$ cat src/rtl/mem_arbiter.sv
// mem_arbiter
//   Shares one single-port memory between the instruction-fetch requester (if_*)
//   and the load/store requester (d_*). One transaction is in flight at a time.
//   The command is registered onto m_* at grant and held until the memory acks
//   or the transaction times out. The winner then sees a one-cycle done pulse
//   carrying err and rdata. When both requesters are pending, the grant
//   alternates between them.
//
//   Handshake rules, both sides:
//     requester side : req and its fields are held by the requester until the
//                      one-cycle done pulse. done/err/rdata are meaningful
//                      only in that cycle.
//     memory side    : m_req stays high with a stable command until the cycle
//                      in which m_ack is sampled high (or timeout). m_ack
//                      outside that window is ignored.
//
//   Parameters : AW address width, DW data width (multiple of 8),
//                TIMEOUT max m_req cycles without m_ack (0 = never abort)
//   Ports      : clk, reset (sync, active high)
//                if_req/if_addr -> if_done/if_err/if_rdata     fetch requester
//                d_req/d_we/d_addr/d_wdata/d_be
//                  -> d_done/d_err/d_rdata                     data requester
//                m_req/m_we/m_addr/m_wdata/m_be, m_ack/m_rdata memory port
//                m_owner   current/last owner (0 fetch, 1 data)
//                dbg_state FSM state: 0 IDLE, 1 REQ, 2 RESP
module mem_arbiter #(
    parameter int AW      = 32,
    parameter int DW      = 32,
    parameter int TIMEOUT = 16
) (
    input  logic            clk,
    input  logic            reset,
    input  logic            if_req,
    input  logic [AW-1:0]   if_addr,
    output logic            if_done,
    output logic            if_err,
    output logic [DW-1:0]   if_rdata,
    input  logic            d_req,
    input  logic            d_we,
    input  logic [AW-1:0]   d_addr,
    input  logic [DW-1:0]   d_wdata,
    input  logic [DW/8-1:0] d_be,
    output logic            d_done,
    output logic            d_err,
    output logic [DW-1:0]   d_rdata,
    output logic            m_req,
    output logic            m_we,
    output logic [AW-1:0]   m_addr,
    output logic [DW-1:0]   m_wdata,
    output logic [DW/8-1:0] m_be,
    input  logic            m_ack,
    input  logic [DW-1:0]   m_rdata,
    output logic            m_owner,
    output logic [1:0]      dbg_state
);

    localparam int BW = DW / 8;
    // Counter indexes REQ cycles 0..TIMEOUT-1.
    localparam int CW = (TIMEOUT > 1) ? $clog2(TIMEOUT) : 1;
    localparam logic [CW-1:0] TMO_LAST = (TIMEOUT > 0) ? CW'(TIMEOUT - 1) : '0;

    typedef enum logic [1:0] {
        S_IDLE = 2'd0,
        S_REQ  = 2'd1,
        S_RESP = 2'd2
    } state_t;

    state_t          state;
    state_t          state_n;
    logic            last_owner;
    logic [CW-1:0]   tmo_cnt;
    logic            rsp_err;
    logic [DW-1:0]   rsp_data;

    logic            grant;
    logic            grant_owner;
    logic            tmo_hit;

    // Next state and grant decision.
    always_comb begin
        state_n     = state;
        grant       = 1'b0;
        grant_owner = last_owner;
        tmo_hit     = 1'b0;
        unique case (state)
            S_IDLE: begin
                if (if_req || d_req) begin
                    grant       = 1'b1;
                    // Tie goes to whoever did not win last; otherwise the only one asking.
                    grant_owner = (if_req && d_req) ? ~last_owner : d_req;
                    state_n     = S_REQ;
                end
            end
            S_REQ: begin
                // An ack in the last allowed cycle still wins over the timeout.
                tmo_hit = (TIMEOUT != 0) && !m_ack && (tmo_cnt == TMO_LAST);
                if (m_ack || tmo_hit) begin
                    state_n = S_RESP;
                end
            end
            S_RESP: begin
                // The finishing owner's req is still high this cycle, so only
                // the other requester may be granted straight away.
                if (last_owner ? if_req : d_req) begin
                    grant       = 1'b1;
                    grant_owner = ~last_owner;
                    state_n     = S_REQ;
                end else begin
                    state_n = S_IDLE;
                end
            end
            default: begin
                state_n = S_IDLE;
            end
        endcase
    end

    always_ff @(posedge clk) begin
        if (reset) begin
            state <= S_IDLE;
        end else begin
            state <= state_n;
        end
    end

    // Memory command and response capture.
    always_ff @(posedge clk) begin
        if (reset) begin
            m_req      <= 1'b0;
            m_we       <= 1'b0;
            m_addr     <= '0;
            m_wdata    <= '0;
            m_be       <= '0;
            last_owner <= 1'b0;
            tmo_cnt    <= '0;
            rsp_err    <= 1'b0;
            rsp_data   <= '0;
        end else if (grant) begin
            m_req      <= 1'b1;
            last_owner <= grant_owner;
            tmo_cnt    <= '0;
            if (grant_owner) begin
                m_we    <= d_we;
                m_addr  <= d_addr;
                m_wdata <= d_wdata;
                m_be    <= d_we ? d_be : {BW{1'b1}};
            end else begin
                m_we    <= 1'b0;
                m_addr  <= if_addr;
                m_wdata <= '0;
                m_be    <= {BW{1'b1}};
            end
        end else if (state == S_REQ) begin
            if (m_ack) begin
                m_req    <= 1'b0;
                rsp_err  <= 1'b0;
                // Stores report zero data regardless of what the memory drives.
                rsp_data <= m_we ? '0 : m_rdata;
            end else if (tmo_hit) begin
                m_req    <= 1'b0;
                rsp_err  <= 1'b1;
                rsp_data <= '0;
            end else begin
                tmo_cnt <= tmo_cnt + 1'b1;
            end
        end
    end

    // Responses are decoded from registered state only.
    assign if_done   = (state == S_RESP) && !last_owner;
    assign d_done    = (state == S_RESP) && last_owner;
    assign if_err    = if_done && rsp_err;
    assign d_err     = d_done && rsp_err;
    assign if_rdata  = if_done ? rsp_data : '0;
    assign d_rdata   = d_done ? rsp_data : '0;
    assign m_owner   = last_owner;
    assign dbg_state = state;

endmodule
$ cat config.mk
export PLATFORM = sky130hd
export DESIGN_NAME = mem_arbiter
export DESIGN_NICKNAME = d
export VERILOG_FILES = /design/src/rtl/mem_arbiter.sv
export SDC_FILE = /design/constraint.sdc
export NUM_CORES = 1
export LEC_CHECK = 0
export ABC_AREA = 1
export CORE_ASPECT_RATIO = 0.6
export CORE_MARGIN = 5
export CORE_UTILIZATION = 35
export CTS_CLUSTER_DIAMETER = 120
export DETAILED_ROUTE_END_ITERATION = 16
export PLACE_DENSITY = 0.75
export SLEW_MARGIN = 10
export SYNTH_ARGS = -nofsm -noshare
export SYNTH_HDL_FRONTEND = slang
export SYNTH_SLANG_ARGS = --single-unit
$ cat constraint.sdc
create_clock -name clk -period 4 [get_ports clk]
set_input_delay 0.8 -clock clk [delete_from_list [all_inputs] [get_ports clk]]
set_output_delay 0.8 -clock clk [all_outputs]
set_load 0.1 [all_outputs]
### Yosys cells after proc, flatten, opt, wreduce, memory -nomap -nowiden

Cells that the tools add are included.

| cells by class | value |
|---|---|
| add/sub/neg operators | 1 |
| eq/ne operators | 5 |
| mux-type cells | 29 |
| bitwise gates (word level) | 4 |
| reduce and logical (&&, ||, !) cells | 19 |

Operator list:

| cell | number |
|---|---|
| 2-to-1 mux 32 bit | 7 |
| 2-to-1 mux 1 bit | 15 |
| 2-to-1 mux 4 bit | 2 |
| logical AND 1 bit | 6 |
| one-hot mux 2 bit (3 select lines) | 1 |
| AND reduction 3 bit | 2 |
| adder 4 x 1 -> 4 bit, second input constant | 1 |
| == test 4 bit, second input constant | 1 |
| 2-to-1 mux 2 bit | 2 |
| != test 2 bit, second input constant | 2 |
| NOT 1 bit | 4 |
| one-hot mux 1 bit (2 select lines) | 2 |
| AND reduction 2 bit | 2 |
| nonzero test 2 bit | 2 |
| nonzero test 3 bit | 1 |
| == test 2 x 1 -> 1 bit, second input constant | 1 |
| == test 2 bit, second input constant | 1 |
| zero test 1 bit | 2 |
| zero test 2 bit | 1 |
| logical OR 1 bit | 2 |
| OR reduction 2 bit | 1 |

| word-level totals | value |
|---|---|
| register bits after elaboration | 110 |
| input port bits | 138 |
| logic and storage cells | 68 |

### Longest topological paths before layout

| depth | value |
|---|---|
| depth after elaboration | 7 |
| mapped depth | 10 |

### Least setup slack after synthesis

Ideal clock, no wire load.

| timing | value |
|---|---|
| path type | register to output |
| from | register state[1], in the netlist dbg_state[1] |
| to | output d_rdata[10] |
| arrival | 4410 ps |
| data required time | 3200 ps |
| path slack | -1210 ps |
| cell stages (with the launch flop) | 8 |
| path buffers | 1 |
| path through | dfxtp_1 inv_1 nor2_1 inv_1 nor2_1 inv_1 buf_2 nor2_1 |

| between the ends | value |
|---|---|
| cells in the longest elaborated chain, start to end | 3 |

RTL lines:

| item | line | text |
|---|---|---|
| from (decl) | 68 | `state_t state;` |
| from (signal assigned) | 122 | `state <= state_n;` |
| == test 2 bit | 171 | `assign d_done = (state == S_RESP) && last_owner;` |
| logical AND 1 bit | 171 |  |
| named net d_done | 43 | `output logic d_done,` |
| 2-to-1 mux 32 bit | 175 | `assign d_rdata = d_done ? rsp_data : '0;` |
| to (decl) | 45 | `output logic [DW-1:0] d_rdata,` |

The timed path passes the listed nets, and every way through them passes these cells.

### Final worst setup path

| timing | value |
|---|---|
| from | register state[1], in the netlist dbg_state[1] |
| to | output if_rdata[4] |

| between the ends | value |
|---|---|
| cells in the longest elaborated chain, start to end | 3 |

RTL lines:

| item | line | text |
|---|---|---|
| == test 2 bit | 170 | `assign if_done = (state == S_RESP) && !last_owner;` |
| logical AND 1 bit | 170 |  |
| 2-to-1 mux 32 bit | 174 | `assign if_rdata = if_done ? rsp_data : '0;` |
| to (decl) | 37 | `output logic [DW-1:0] if_rdata,` |

No other way between the ends.

==> flow_metrics.tcl <==
set metrics [dict create \
    outcome "complete, no violations" \
    ant_nets 0 \
    period_minus_slack_ns 3.393 \
    ctsResizeCount 0 \
    netlist_top_cells_area "dfxtp_1 44%, nand2_1 24%, nor2_1 8.4%" \
    synth-warning-count 0 \
    peakVddDrop_uv 235.0 \
    cts_max_level 3 \
    cts_setup_buffers 0 \
    hp-class "flip-flop to flip-flop" \
    fillCellCount 1345 \
    seqPwrFrac_pct 37.0 \
    root_buffer "clkbuf_16" \
    antenna_found_initial 0 \
    cp-start-kind "flip-flop" \
    fin_util_pct 59.00 \
    total_power_mw 3.334 \
    end_kind "output pin" \
    drt-total-wl_mm 17.18 \
    p_int_mw 2.023 \
    yosysTopAreaCell "dfxtp_1" \
    dr.pass1.iters 4 \
    syn_to_final_growth_pct 63.11 \
    drc 0 \
    crit_path_top_delay_cell "clkinv_1" \
    num-nets-final 1150 \
    slew_headroom_pct 21.04 \
    synth-seq-area-share_pct 44.14 \
    synth_top_area_share_pct 44.14 \
    hold_viol_final 0 \
    cts.clk_slew.worst_paths_ns 0.07 \
    rsz0062_at_grt "no" \
    grt_max_degree 68 \
    swShare_pct 39.33 \
    grt_pass1_vias 5079 \
    synth_seq_cells 110 \
    switching_power_mw 1.311 \
    crit_buf_inv 5 \
    clkPwrFrac_pct 27.2 \
    portBuffers 278 \
    die_x_um 164.1 \
    setup-tns-final_ns 0 \
    dp_hpwl_mm 12.85 \
    cp_slowest_stage_delay_ns 0.53 \
    insertion_delay_ns 0.35 \
    worst_hold_slack_ns 0.4504 \
    drive_gt1_share_pct 17.13 \
    fp.dieH_um 102.5 \
    holdBufCountCts 0 \
    comb_power_share_pct 35.8 \
    syn-cell-area_mm2 0.004989 \
    cts_buffers 9 \
    grt_pass1_wl_mm 26.80 \
    criticalPathCategory "flip-flop to output pin" \
    setup_violations 0 \
    place_congestion 0.8576 \
    slew_viol_final 0 \
    regArea_mm2 0.002202 \
    p_leak_nw 3.714 \
    io_pins 279 \
    cp_top_family "buffers and inverters" \
    avgSynthCellArea_um2 6.547 \
    rows 33 \
    cts.sinks 110 \
    core-area_mm2 0.01379 \
    yosys.cell_types.count 21 \
    timing.max_cap.violations 0 \
    wire_per_inst_um 14.22 \
    syn_inst 762 \
    cts_buffer_depth 2 \
    required_ns 3.20 \
    path_cells "inv_1 > nor2_1 > inv_1 > nor2_2 > clkinv_1 > buf_4 > nor2_2 > buf_4" \
    power_density_mw_per_mm2 409.8 \
    first_iter_violations 291 \
    dieArea_mm2 0.01682 \
    worst_slew_pin_slew_ns 1.180 \
    tritoncts "yes" \
    diodes 0 \
    drt-vias-per-instance 4.512 \
    vias 5451 \
    syn_nets 901 \
    cp_data_arrival_time_ns 2.59 \
    finalClockSkew_ns 0.008419 \
    crit_path_max_fanout 18 \
    fin_crit_sh_pct 84.83 \
    grtUsageTotal_pct 19.85 \
    start_util_pct 36.17 \
    overflow 0 \
    multi_input_area_mm2 0.002509 \
    fmax_ghz 0.2947 \
]
==> cell usage in the layout (no fill, tap or decap) <==
| cell type | n |
|---|---|
| nand2_1 | 315 |
| clkdlybuf4s50_1 | 210 |
| dfxtp_1 | 110 |
| buf_4 | 77 |
| nor2_2 | 70 |
| nor2_1 | 42 |
| nand3_1 | 41 |
| a21oi_1 | 41 |
| inv_1 | 40 |
| nand4_1 | 35 |
| clkbuf_16 | 9 |
| nand2_2 | 5 |
| inv_2 | 2 |
| clkinv_1 | 2 |
| xor2_1 | 2 |
| o21ai_0 | 2 |
| clkinv_4 | 2 |
| buf_12 | 2 |
| o21ai_2 | 1 |
| nand3_2 | 1 |
| nor2_4 | 1 |
| ha_1 | 1 |
| clkinv_2 | 1 |
| bufinv_16 | 1 |
| inv_8 | 1 |
| clkinvlp_4 | 1 |
| clkbuf_1 | 1 |
==> final timing paths <==
kind                             startpoint                       end  slack (ns)  cells past startpoint
setup / recovery  dbg_state[1]$_SDFFE_PP0P_               if_rdata[4]        0.61                      8
hold / removal      m_addr[28]$_SDFFE_PP0P_   m_addr[28]$_SDFFE_PP0P_        0.45                      2
setup reg to reg    tmo_cnt[0]$_SDFFE_PP0P_  rsp_data[6]$_SDFFE_PP0P_        1.91                      6
hold reg to reg     m_addr[28]$_SDFFE_PP0P_   m_addr[28]$_SDFFE_PP0P_        0.45                      2
==> worst reg2reg max path, cell delays in order (launching register included) <==
cell and delay [ns]:
dfxtp_1 0.40, ha_1 0.21, nand3_1 0.11, nand2_1 0.11
nand2_2 0.65, a21oi_1 0.44, nor2_1 0.08
==> through the flow <==
step / setup slack (ns) / cells / area [µm²]
global route: 0.4189 / 1208 / 8137
finish: 0.6068 / 1208 / 8137
floorplan: -0.3208 / 762 / 5159
CTS: 0.5876 / 1208 / 8137
detailed placement: 0.9735 / 1192 / 7836
global placement: 1.051 / 1192 / 7836
==> power groups by stage <==
stage          logic [mW]  registers, mW  clock network (mW)
5_1_grt              1.27           1.25               0.981
3_5_place_dp         1.20           1.26                   0
3_3_place_gp         1.20           1.25                   0
6_report             1.19           1.23               0.906
2_1_floorplan       0.347           1.75                   0
4_1_cts              1.20           1.23               0.938
==> cell usage after synthesis <==
cell      instances
a21oi_1          41
buf_1             4
buf_2            22
buf_4             5
buf_6             4
buf_8             2
clkbuf_1         14
dfxtp_1         110
ha_1              1
inv_1            43
inv_2             1
nand2_1         316
nand2_2           4
nand3_1          41
nand3_2           1
nand4_1          35
nor2_1          112
nor2_4            1
o21ai_0           2
o21ai_2           1
xor2_1            2
==> sequential cells by signal, summed over array words and instances, names as in the netlist <==
register / flops
m_wdata: 32
m_we: 1
m_req: 1
dbg_state: 2
rsp_err: 1
rsp_data: 32
m_addr: 32
tmo_cnt: 4
m_owner: 1
m_be: 4
==> metal layers <==
layer / wire (µm) / track usage, % / vias to the layer above
li1: - / - / 2863
met1: 7900 / 26.34 / 2382
met2: 7400 / 31.17 / 195
met3: 1714 / 7.255 / 11
met4: 168 / 4.381 / 0
met5: 0 / 0 / -
==> layout make-up <==
class,instances,share of cell area (%)
timing repair buffer,289,33.43
tap,192,2.952
sequential,110,27.06
clock inverter,6,0.8765
clock buffer,10,2.814
multi-input combinational,557,30.83
inverter,44,2.030
==> cells by family after synthesis <==
family | count (synthesis) | share of synthesized area [%]
flip-flops | 110 | 44.14
XOR/XNOR | 2 | 0.3512
AND/OR/NAND/NOR | 510 | 41.64
adder cells (fa/ha/maj) | 1 | 0.2508
AO/OA/AOI/OAI | 44 | 4.490
buffers and inverters | 95 | 9.130
Power figures use the tool's default switching activity.
==> RTL edit: new RTL, same settings <==
`DW`: 32 -> 24.
--- a/src/rtl/mem_arbiter.sv
+++ b/src/rtl/mem_arbiter.sv
@@ -25,7 +25,7 @@
 //                dbg_state FSM state: 0 IDLE, 1 REQ, 2 RESP
 module mem_arbiter #(
     parameter int AW      = 32,
-    parameter int DW      = 32,
+    parameter int DW      = 24,
     parameter int TIMEOUT = 16
 ) (
     input  logic            clk,
Ports: changed (7 resized); port bits go from 279 to 237. No check against the original RTL was run, so the function may have changed too.
==> RTL edit against the unedited design <==
- sequential cell count shrank 17
- area after synthesis shrank 16%
- count of clock-buffer cells in the layout grew 1
- critical endpoint is now m_owner
- clock skew shrank 0.00066 ns
- setup slack gained 0.62 ns
- cell area shrank 15%
- cell count shrank 15%
- highest routed layer unchanged
- wire length shrank 16%
- total power shrank 9.4%
- synthesized cell count shrank 16%
==> RTL edit: results (changes against the unedited design) <==
outcome -> finished, final reports clean (unchanged)
Syn Area/Cell -> 6.56 µm² (was 6.55 µm²)
Area contributors post-synth -> dfxtp_1 (44%), nand2_1 (23%), nor2_1 (7.8%), nand3_1 (4.9%), a21oi_1 (3.9%) (was dfxtp_1 (44%), nand2_1 (24%), nor2_1 (8.4%), nand4_1 (4.4%), a21oi_1 (4.1%))
LEAKAGE -> 3.14 nW (was 3.71 nW)
Wirelength per Cell -> 14.0 µm (was 14.2 µm)
biggest regs -> m_addr (32), m_wdata (24), rsp_data (24) (was m_addr (32), m_wdata (32), rsp_data (32))
fin nets -> 980 (was 1,150)
Buffers on Ports -> 236 (was 278)
final cell count without fillers -> 1,028 (was 1,208)
post-detail-place hpwl -> 10,700 µm (was 12,900 µm)
number of global-route vias before repair -> 4,475 (was 5,079)
critical-path maximum fanout -> 5 (was 18)
Max rail drop VDD -> 213 µV (was 235 µV)
r2r worst-path depth -> 10 (was 6)
layout cells sized above 1 -> 0.160 (was 0.171)
M2 GR Usage -> 0.283 (was 0.312)
Post-synth top cells -> nand2_1 (262), dfxtp_1 (93), nor2_1 (87) (was nand2_1 (316), nor2_1 (112), dfxtp_1 (110))
GRT Total Usage -> 0.192 (was 0.198)
gpl congestion -> 0.805 (was 0.858)
Crit path arrival time -> 1.97 ns (was 2.59 ns)
Final min period -> 2.77 ns (was 3.39 ns)
syn_nets -> 763 (was 901)
CP max-delay cell -> clkdlybuf4s50_1 (was clkinv_1)
slowest stage delay, CP -> 1.18 ns (was 0.53 ns)
largest net degree at the start of global routing -> 58 (was 68)
Worst-Margin Slew -> 1.02 ns (was 1.18 ns)
RTL edit: cell types whose count changed after synthesis, moves of 8 or more:
cell / before / now
a21oi_1: 41 / 33
dfxtp_1: 110 / 93
inv_1: 43 / 32
nand2_1: 316 / 262
nand4_1: 35 / 26
nor2_1: 112 / 87
o21ai_0: 2 / 14
RTL edit: stage by stage:
stage	util	setup slack, ns
2_1_floorplan	-	-0.287
3_3_place_gp	0.557	1.25
3_5_place_dp	0.557	1.21
4_1_cts	0.584	1.21
5_1_grt	0.584	1.12
6_report	0.584	1.23
RTL edit: final timing paths:
path                startpoint    endpoint  slack (ns)
hold reg to reg      m_addr[5]   m_addr[5]        0.45
setup / recovery       m_owner     m_owner        1.23
hold / removal       m_addr[5]   m_addr[5]        0.45
setup reg to reg  dbg_state[0]  m_addr[19]        2.02
RTL edit: cell families (layout without fill, tap and decap cells):
| logic type | after synthesis | after routing | share of synthesized area |
|---|---|---|---|
| AOI/OAI and AO/OA | 48 | 48 | 0.0571 |
| xor gates and xnor gates | 2 | 2 | 0.00417 |
| DFF | 93 | 93 | 0.443 |
| adders and majority gates | 1 | 1 | 0.00298 |
| and+or+nand+nor | 420 | 420 | 0.405 |
| buffers and inverters | 77 | 299 | 0.0878 |
RTL edit: final cells by class:
class | count | area [µm²] | share of cell area
well taps | 165 | 206 | 0.0297
multi-input cells | 471 | 2110 | 0.303
clock inverters | 5 | 83.8 | 0.0121
inverters | 36 | 135 | 0.0194
repair buffers | 247 | 2310 | 0.333
clock buffers | 11 | 243 | 0.0349
flip-flops and latches | 93 | 1860 | 0.268
RTL edit: report_power, final:
group	switching (mW)	total, mW	internal [mW]
Clock	0.357	0.923	0.566
Sequential	0.0429	1.05	1.01
Combinational	0.749	1.04	0.296
RTL edit: worst min-delay path, delay by kind of cell (launching register included):
family,cells,cell delay [ns]
and+or+nand+nor,2,0.10
DFF,1,0.31
RTL edit: layer usage:
metal,part of all wire,vias up
met4,0.011,0
met1,0.48,2106
met3,0.10,17
met5,0,-
met2,0.41,170
li1,-,2441
